--- src/rtl/writeback_queue.sv ---
// Write-back FIFO feeding the register bank from ALU and load producers; result reaches bank 2 edges after acceptance.
// Backpressure: ldReady needs one free slot, aluReady needs two when a load is also offered; popping does not free a slot early.
module writeback_queue #(
  parameter int DEPTH  = 4,
  parameter int DATA_W = 32,
  parameter int ADDR_W = 5
) (
  input  logic              clk,
  input  logic              rst,
  input  logic              aluValid,
  output logic              aluReady,
  input  logic [ADDR_W-1:0] aluAddr,
  input  logic [DATA_W-1:0] aluData,
  input  logic              ldValid,
  output logic              ldReady,
  input  logic [ADDR_W-1:0] ldAddr,
  input  logic [DATA_W-1:0] ldData,
  output logic              regWriteEnable,
  output logic [ADDR_W-1:0] regWriteAddr,
  output logic [DATA_W-1:0] regWriteData,
  input  logic [ADDR_W-1:0] qryAddr,
  output logic              qryHit,
  output logic [DATA_W-1:0] qryData
);

  localparam int PW = $clog2(DEPTH);
  localparam int CW = PW + 1;

  logic [ADDR_W-1:0] entAddr [DEPTH];
  logic [DATA_W-1:0] entData [DEPTH];
  logic [PW-1:0]     wrPtr, rdPtr, aluSlot, idx;
  logic [CW-1:0]     count, free;
  logic              ldPush, aluPush, pop;

  assign free    = CW'(DEPTH) - count;
  // Readies drop during reset so nothing offered in that cycle looks accepted.
  assign ldReady  = rst && (free >= CW'(1));
  assign aluReady = rst && (ldValid ? (free >= CW'(2)) : (free >= CW'(1)));
  assign ldPush   = ldValid && ldReady;
  assign aluPush  = aluValid && aluReady;
  assign pop      = (count != '0);
  assign aluSlot  = wrPtr + PW'(ldPush);

  always_ff @(posedge clk) begin
    if (!rst) begin
      count          <= '0;
      wrPtr          <= '0;
      rdPtr          <= '0;
      regWriteEnable <= 1'b0;
      regWriteAddr   <= '0;
      regWriteData   <= '0;
    end else begin
      if (ldPush) begin
        entAddr[wrPtr] <= ldAddr;
        entData[wrPtr] <= ldData;
      end
      if (aluPush) begin
        entAddr[aluSlot] <= aluAddr;
        entData[aluSlot] <= aluData;
      end
      wrPtr <= wrPtr + PW'(ldPush) + PW'(aluPush);
      count <= count + CW'(ldPush) + CW'(aluPush) - CW'(pop);
      if (pop) begin
        regWriteEnable <= 1'b1;
        regWriteAddr   <= entAddr[rdPtr];
        regWriteData   <= entData[rdPtr];
        rdPtr          <= rdPtr + PW'(1);
      end else begin
        regWriteEnable <= 1'b0;
      end
    end
  end

  // Walk oldest to youngest so the last match (youngest) wins; output register is older than any FIFO entry.
  always_comb begin
    qryHit  = 1'b0;
    qryData = '0;
    idx     = '0;
    if (regWriteEnable && (regWriteAddr == qryAddr)) begin
      qryHit  = 1'b1;
      qryData = regWriteData;
    end
    for (int i = 0; i < DEPTH; i++) begin
      idx = rdPtr + PW'(i);
      if ((CW'(i) < count) && (entAddr[idx] == qryAddr)) begin
        qryHit  = 1'b1;
        qryData = entData[idx];
      end
    end
  end

endmodule

--- config.mk ---
export PLATFORM = sky130hd
export DESIGN_NAME = writeback_queue
export DESIGN_NICKNAME = d
export VERILOG_FILES = /design/src/rtl/writeback_queue.sv
export SDC_FILE = /design/constraint.sdc
export NUM_CORES = 1
export LEC_CHECK = 0
export CAP_MARGIN = 20
export CORE_ASPECT_RATIO = 1.2
export CORE_UTILIZATION = 62
export CTS_CLUSTER_SIZE = 28
export DETAILED_ROUTE_END_ITERATION = 7
export HOLD_SLACK_MARGIN = 0.1
export PLACE_DENSITY = 0.87
export RECOVER_POWER = 100
export SLEW_MARGIN = 10
export SYNTH_ARGS = -nofsm -noshare
export SYNTH_HDL_FRONTEND = slang
export SYNTH_SLANG_ARGS = --single-unit
export TNS_END_PERCENT = 100
--- constraint.sdc ---
create_clock -name clk -period 6.23 [get_ports clk]
set_input_delay 0.9345 -clock clk [delete_from_list [all_inputs] [get_ports clk]]
set_output_delay 0.9345 -clock clk [all_outputs]
set_load 0.02 [all_outputs]
==> results of run 1 <==
## placed cells by master, fill, tap and decap left out, types with 10 or more instances in the layout
cell,netlist,routed
clkbuf_16,0,17
clkdlybuf4s50_1,0,92
xnor2_1,15,15
o211ai_2,29,29
dfxtp_1,47,43
mux2_2,148,147
mux4_2,142,142
nand2_1,111,111
nand3_1,34,34
a21boi_0,37,37
o211ai_1,35,35
buf_4,4,10
xor2_1,17,17
a221oi_2,30,30
edfxtp_1,148,148
dlygate4sd3_1,0,62
inv_1,11,11
## area by class of cell
class	count	share of cell area (%)
clock buffers	19	2.74
inverters	11	0.261
repair buffers	178	11.1
multi-input cells	664	48.6
well taps	270	2.14
flip-flops and latches	195	34.2
clock inverters	13	1.01
## critical path: stages (launching register included)
cell and delay [ns]:
dfxtp_2 0.70, mux4_2 0.62, xor2_1 0.17, nor4_2 0.49, and2_2 0.67, clkbuf_2 0.60, a221oi_2 0.13, o211ai_2 0.19
dlygate4sd3_1 0.69
## sequential cells by signal, indices dropped and copies added, names as in the netlist, named ones only
register and flops:
count 3, entAddr 20, entData 128, rdPtr 2, regWriteAddr 5, regWriteData 32, regWriteEnable 1, wrPtr 2
## cells by family (layout without fill, tap and decap cells)
family	Yosys count	after routing	share of synthesized area, %
simple gates	175	175	5.76
buf+inv	108	221	3.87
xor+xnor	32	32	2.07
mux	298	298	36.5
fa+ha+maj	11	11	1.13
flops	195	195	39.8
compound gates	148	148	10.9
## where the power goes
part	internal, W	switching (W)	leakage (nW)
Combinational	0.00179	0.00174	3.27
Clock	0.000631	0.000485	0.286
Sequential	0.00184	0.000445	1.74
## through the flow
stage          std cells  utilization [%]  power (W)  setup WS, ns  area [sq um]
2_1_floorplan        967                -    0.00479          1.96         13500
3_3_place_gp        1315             71.8    0.00572          1.13         15200
3_5_place_dp        1315             71.8    0.00583          1.07         15200
4_1_cts             1347             74.6    0.00696         0.789         15800
5_1_grt             1350             74.5    0.00726         0.337         15800
6_report            1350             74.5    0.00693         0.552         15800
## metal layers
| metal | vias up | part of all wire [%] | wire length, um |
|---|---|---|---|
| met5 | - | 0.078 | 27 |
| met4 | 4 | 2.9 | 1010 |
| met3 | 95 | 8.6 | 2980 |
| met2 | 587 | 52 | 18000 |
| met1 | 4911 | 36 | 12400 |
| li1 | 4121 | - | - |
## worst min path at each step
stage                            end  slack (ns)  cells past startpoint
global route        regWriteData[11]        0.52                      2
floorplan            regWriteData[0]        0.56                      2
CTS                 regWriteData[11]        0.51                      2
global placement     regWriteData[0]        0.48                      2
finish               regWriteData[3]        0.50                      2
detailed placement   regWriteData[0]        0.49                      2
==> summary.txt, run 1 <==
run status = finished with violations
failing checks = max-capacitance violations, max-slew violations
Vias/cell = 7.20
Slew HR = -42.9%
Syn. warnings = 0
top cells by count, synth = edfxtp_1, mux2_2, mux4_2
Clk pin slew, worst setup/hold paths = 0.07 ns
CTS tree = built
Hold-fix buffers, CTS = 0
Critical Path RT = 5.30 ns
hold_sp = regWriteData[3]
EDFF count, synth = 148
crit path capture type = output pin
DRT antenna net count = 0
CTS root buf = clkbuf_16
fin. max-slew vios = 177
via count = 9718
drt pass-1 iters = 5
syn avg cell area = 14.0 sq um
num rows = 58
share of the synthesized area in the top cell type = 32.8%
met1 Use GR = 39.7%
largest net degree at the start of global routing = 85
number of global-route vias before repair = 9715
sequential fraction of the synthesis area = 39.8%
Resized cells post-CTS = 0
GR peak layer = met2
Fmax achieved = 0.176 GHz
post-synthesis to final-layout area growth = 16.6%
Hold WS = 0.504 ns
HPWL Detailed = 21500 um
Die Wd = 137 um
clk_lat worst skew = 0.44 ns
Inserted Diodes = 0
share of layout cells above drive strength 1 = 38.0%
total global routing overflow = 0
Primary FF master, synth = edfxtp_1
Chip Height = 164 um
final setup TNS = 0 ns
worst r2r dst = count[1]
final setup fails = 0
worst reg2reg path startpoint = count[0]
Hold WC Path Type = reg -> reg
reg-to-reg slack, setup = 1.34 ns
critical path class = reg -> out
post-synth cell types = 45
Worst Setup EP = qryData[13]
Die ar. = 22400 sq um
final hold vios = 0
met2 GRT Util = 55.2%
fin nets = 1161
Clock Path Buffers = 2
DRC Markers = 0
P_leak = 5.30 nW
Worst Tran Pin Value = 2.14 ns
wire length per cell = 25.5 um
R2R depth = 10
Yosys reg bits = 195
Mapped Cells = 967
synth top area cells = edfxtp_1, mux4_2, mux2_2
core footprint = 21200 sq um
htree depth = 4
gp weighted congestion = 0.797
Worst Clk Skew = 0.0136 ns
initial antenna violation count = 3
clock sink count = 195
Starting DRT DRC Count = 1013
number of I/O pins = 156
Post-CTS Setup Bufs = 0
crit start category = register
PortBufs = 155
RSZ-0062 raised after global routing = false
Worst EP arrival = 4.74 ns
GRT Overall Usage = 32.0%
routed wire length = 34400 um
Synth area leader = edfxtp_1
cell area power density = 439 nW/um^2
peak supply drop = 0.311 mV
Max FO, Critical Path = 20
Cell Area, Synth = 13500 sq um
TritonCTS Buffers = 17
Fill cells = 1342
Final Cycle Share = 91.1%
area of the multi-input gates = 7670 sq um
Max Cap Violations = 5
global-route wire length before repair = 53200 um
Initial Util = 63.9%
met3 Resource Use GR = 5.83%
register area = 5400 sq um
Final Critical Period = 5.68 ns
post-synthesis async set-or-reset flop share = 0%
synthesized net count = 1061
Note: power is estimated with default switching activity, not from simulation.
==> inputs of run 2 (changes only) <==
--- a/config.mk
+++ b/config.mk
@@ -7,11 +7,10 @@
 export LEC_CHECK = 0
 export CAP_MARGIN = 20
 export CORE_ASPECT_RATIO = 1.2
-export CORE_UTILIZATION = 62
+export CORE_UTILIZATION = 30
 export CTS_CLUSTER_SIZE = 28
 export DETAILED_ROUTE_END_ITERATION = 7
 export HOLD_SLACK_MARGIN = 0.1
-export PLACE_DENSITY = 0.87
 export RECOVER_POWER = 100
 export SLEW_MARGIN = 10
 export SYNTH_ARGS = -nofsm -noshare
==> run 2 against run 1 <==
  * The run still ends with max-capacitance violations, max-slew violations left
  * Global-route usage shrank 14 points
  * Non-clock buffer count grew 9
  * Die area grew 100%
  * Core utilization shrank 38 points
  * Critical path type unchanged
  * Largest cell class unchanged
==> summary.txt, run 2 (synthesized netlist as in run 1, its figures left out) <==
crit start category = register
post-synthesis to final-layout area growth = 19.2%
Critical Path RT = 5.30 ns
fin nets = 1170
GRT Overall Usage = 17.7%
gp weighted congestion = 0.740
Post-Place Worst Slack = 1.22 ns
max FFs per register = 128
Worst EP arrival = 4.63 ns
final hold vios = 0
final setup fails = 0
drt pass-1 iters = 5
Vias/cell = 5.72
clock sink count = 195
Worst Clk Skew = 0.0116 ns
via count = 9438
reg-to-reg slack, setup = 0.78 ns
largest net degree at the start of global routing = 62
global-route wire length before repair = 60300 um
core footprint = 44100 sq um
crit path from = rdPtr[1]
Initial Util = 30.7%
wire length per cell = 24.7 um
biggest registers after layout = entData x128, regWriteData x32, entAddr x20
worst reg2reg path startpoint = count[0]
RSZ-0062 raised after global routing = false
number of global-route vias before repair = 9670
num rows = 84
Starting DRT DRC Count = 667
HPWL Detailed = 26000 um
CTS tree = built
final setup TNS = 0 ns
clk_lat worst skew = 0.46 ns
critical path class = reg -> out
Resized cells post-CTS = 0
DRC Markers = 0
TritonCTS Buffers = 17
Max Cap Violations = 9
Clk pin slew, worst setup/hold paths = 0.07 ns
cell area power density = 431 nW/um^2
Final Critical Period = 5.57 ns
run status = finished with violations
Slew HR = -110%
Chip Height = 235 um
worst r2r dst = entData[3][14]
Die ar. = 46000 sq um
htree depth = 4
Post-CTS Setup Bufs = 0
Final Cycle Share = 89.4%
R2R depth = 12
Worst Setup EP = qryData[13]
Worst Tran Pin Value = 3.16 ns
peak supply drop = 0.215 mV
Largest Register = entData
Hold-fix buffers, CTS = 0
PortBufs = 155
Clock Path Buffers = 2
DRT antenna net count = 0
CTS root buf = clkbuf_16
Hold WC Path Type = reg -> reg
initial antenna violation count = 3
crit path capture type = output pin
P_leak = 5.28 nW
most frequent cells in the layout = mux2_2, edfxtp_1, mux4_2, nand2_1, clkdlybuf4s50_1
fin. max-slew vios = 253
total global routing overflow = 0
Die Wd = 196 um
number of I/O pins = 156
share of layout cells above drive strength 1 = 37.9%
Max FO, Critical Path = 61
Fmax achieved = 0.180 GHz
failing checks = max-capacitance violations, max-slew violations
routed wire length = 40700 um
Hold Path Cell Cnt = 2
worst setup margin = 0.663 ns
## run 2: per-layer routing
metal / global-route usage (%) / share of wire, % / routed length [um] / up-vias
li1: - / - / - / 4136
met1: 21.7 / 42 / 16900 / 4946
met2: 31.0 / 51 / 20800 / 297
met3: 3.19 / 5.0 / 2040 / 57
met4: 6.23 / 2.2 / 900 / 2
met5: 0 / 0.032 / 13 / -
## run 2: worst min-delay path by stage
stage,to,start
detailed placement,regWriteData[12],regWriteData[12]
finish,regWriteData[15],regWriteData[15]
floorplan,regWriteData[0],regWriteData[0]
global placement,regWriteData[0],regWriteData[0]
CTS,regWriteData[12],regWriteData[12]
global route,regWriteData[15],regWriteData[15]
## run 2: layout make-up
class	instances	area, sq um
Clock inverter	12	109
Inverter	11	41.3
Antenna cell	2	5.00
Clock buffer	20	437
Timing Repair Buffer	187	1770
Tap cell	559	699
Multi-Input combinational cell	664	7680
Sequential cell	195	5400
Fill cell	4279	28000
## run 2: through the flow
stage | util, % | area (sq um) | instances | total power, W | hold slack (ns)
floorplan | - | 13500 | 967 | 0.00479 | 0.562
global placement | 35.5 | 15700 | 1616 | 0.00596 | 0.481
detailed placement | 35.5 | 15700 | 1616 | 0.00601 | 0.499
CTS | 36.8 | 16200 | 1648 | 0.00709 | 0.510
global route | 36.6 | 16100 | 1650 | 0.00734 | 0.528
finish | 36.6 | 16100 | 1650 | 0.00696 | 0.505
## run 2: critical path, stage by stage, from the launching register on
cell and delay [ns]:
dfxtp_4 0.94, mux4_2 0.62, xnor2_1 0.16, nand4_1 0.22, a21o_1 0.40, clkbuf_2 0.69
o211ai_1 0.23, o211ai_2 0.21, dlygate4sd3_1 0.70
## run 2: power breakdown
group | internal [W] | leakage (nW) | total (W) | switching [W]
sequential | 0.00184 | 1.74 | 0.00235 | 0.000503
clock | 0.000552 | 0.256 | 0.00107 | 0.000523
combinational | 0.00180 | 3.28 | 0.00354 | 0.00174
total | 0.00419 | 5.28 | 0.00696 | 0.00277
==> inputs of run 3 (changes only) <==
--- a/config.mk
+++ b/config.mk
@@ -12,7 +12,7 @@
 export DETAILED_ROUTE_END_ITERATION = 7
 export HOLD_SLACK_MARGIN = 0.1
 export RECOVER_POWER = 100
-export SLEW_MARGIN = 10
+export SLEW_MARGIN = 5
 export SYNTH_ARGS = -nofsm -noshare
 export SYNTH_HDL_FRONTEND = slang
 export SYNTH_SLANG_ARGS = --single-unit
==> results of run 3 <==
The final DEF is identical to that of run 2; final timing and power are the same.
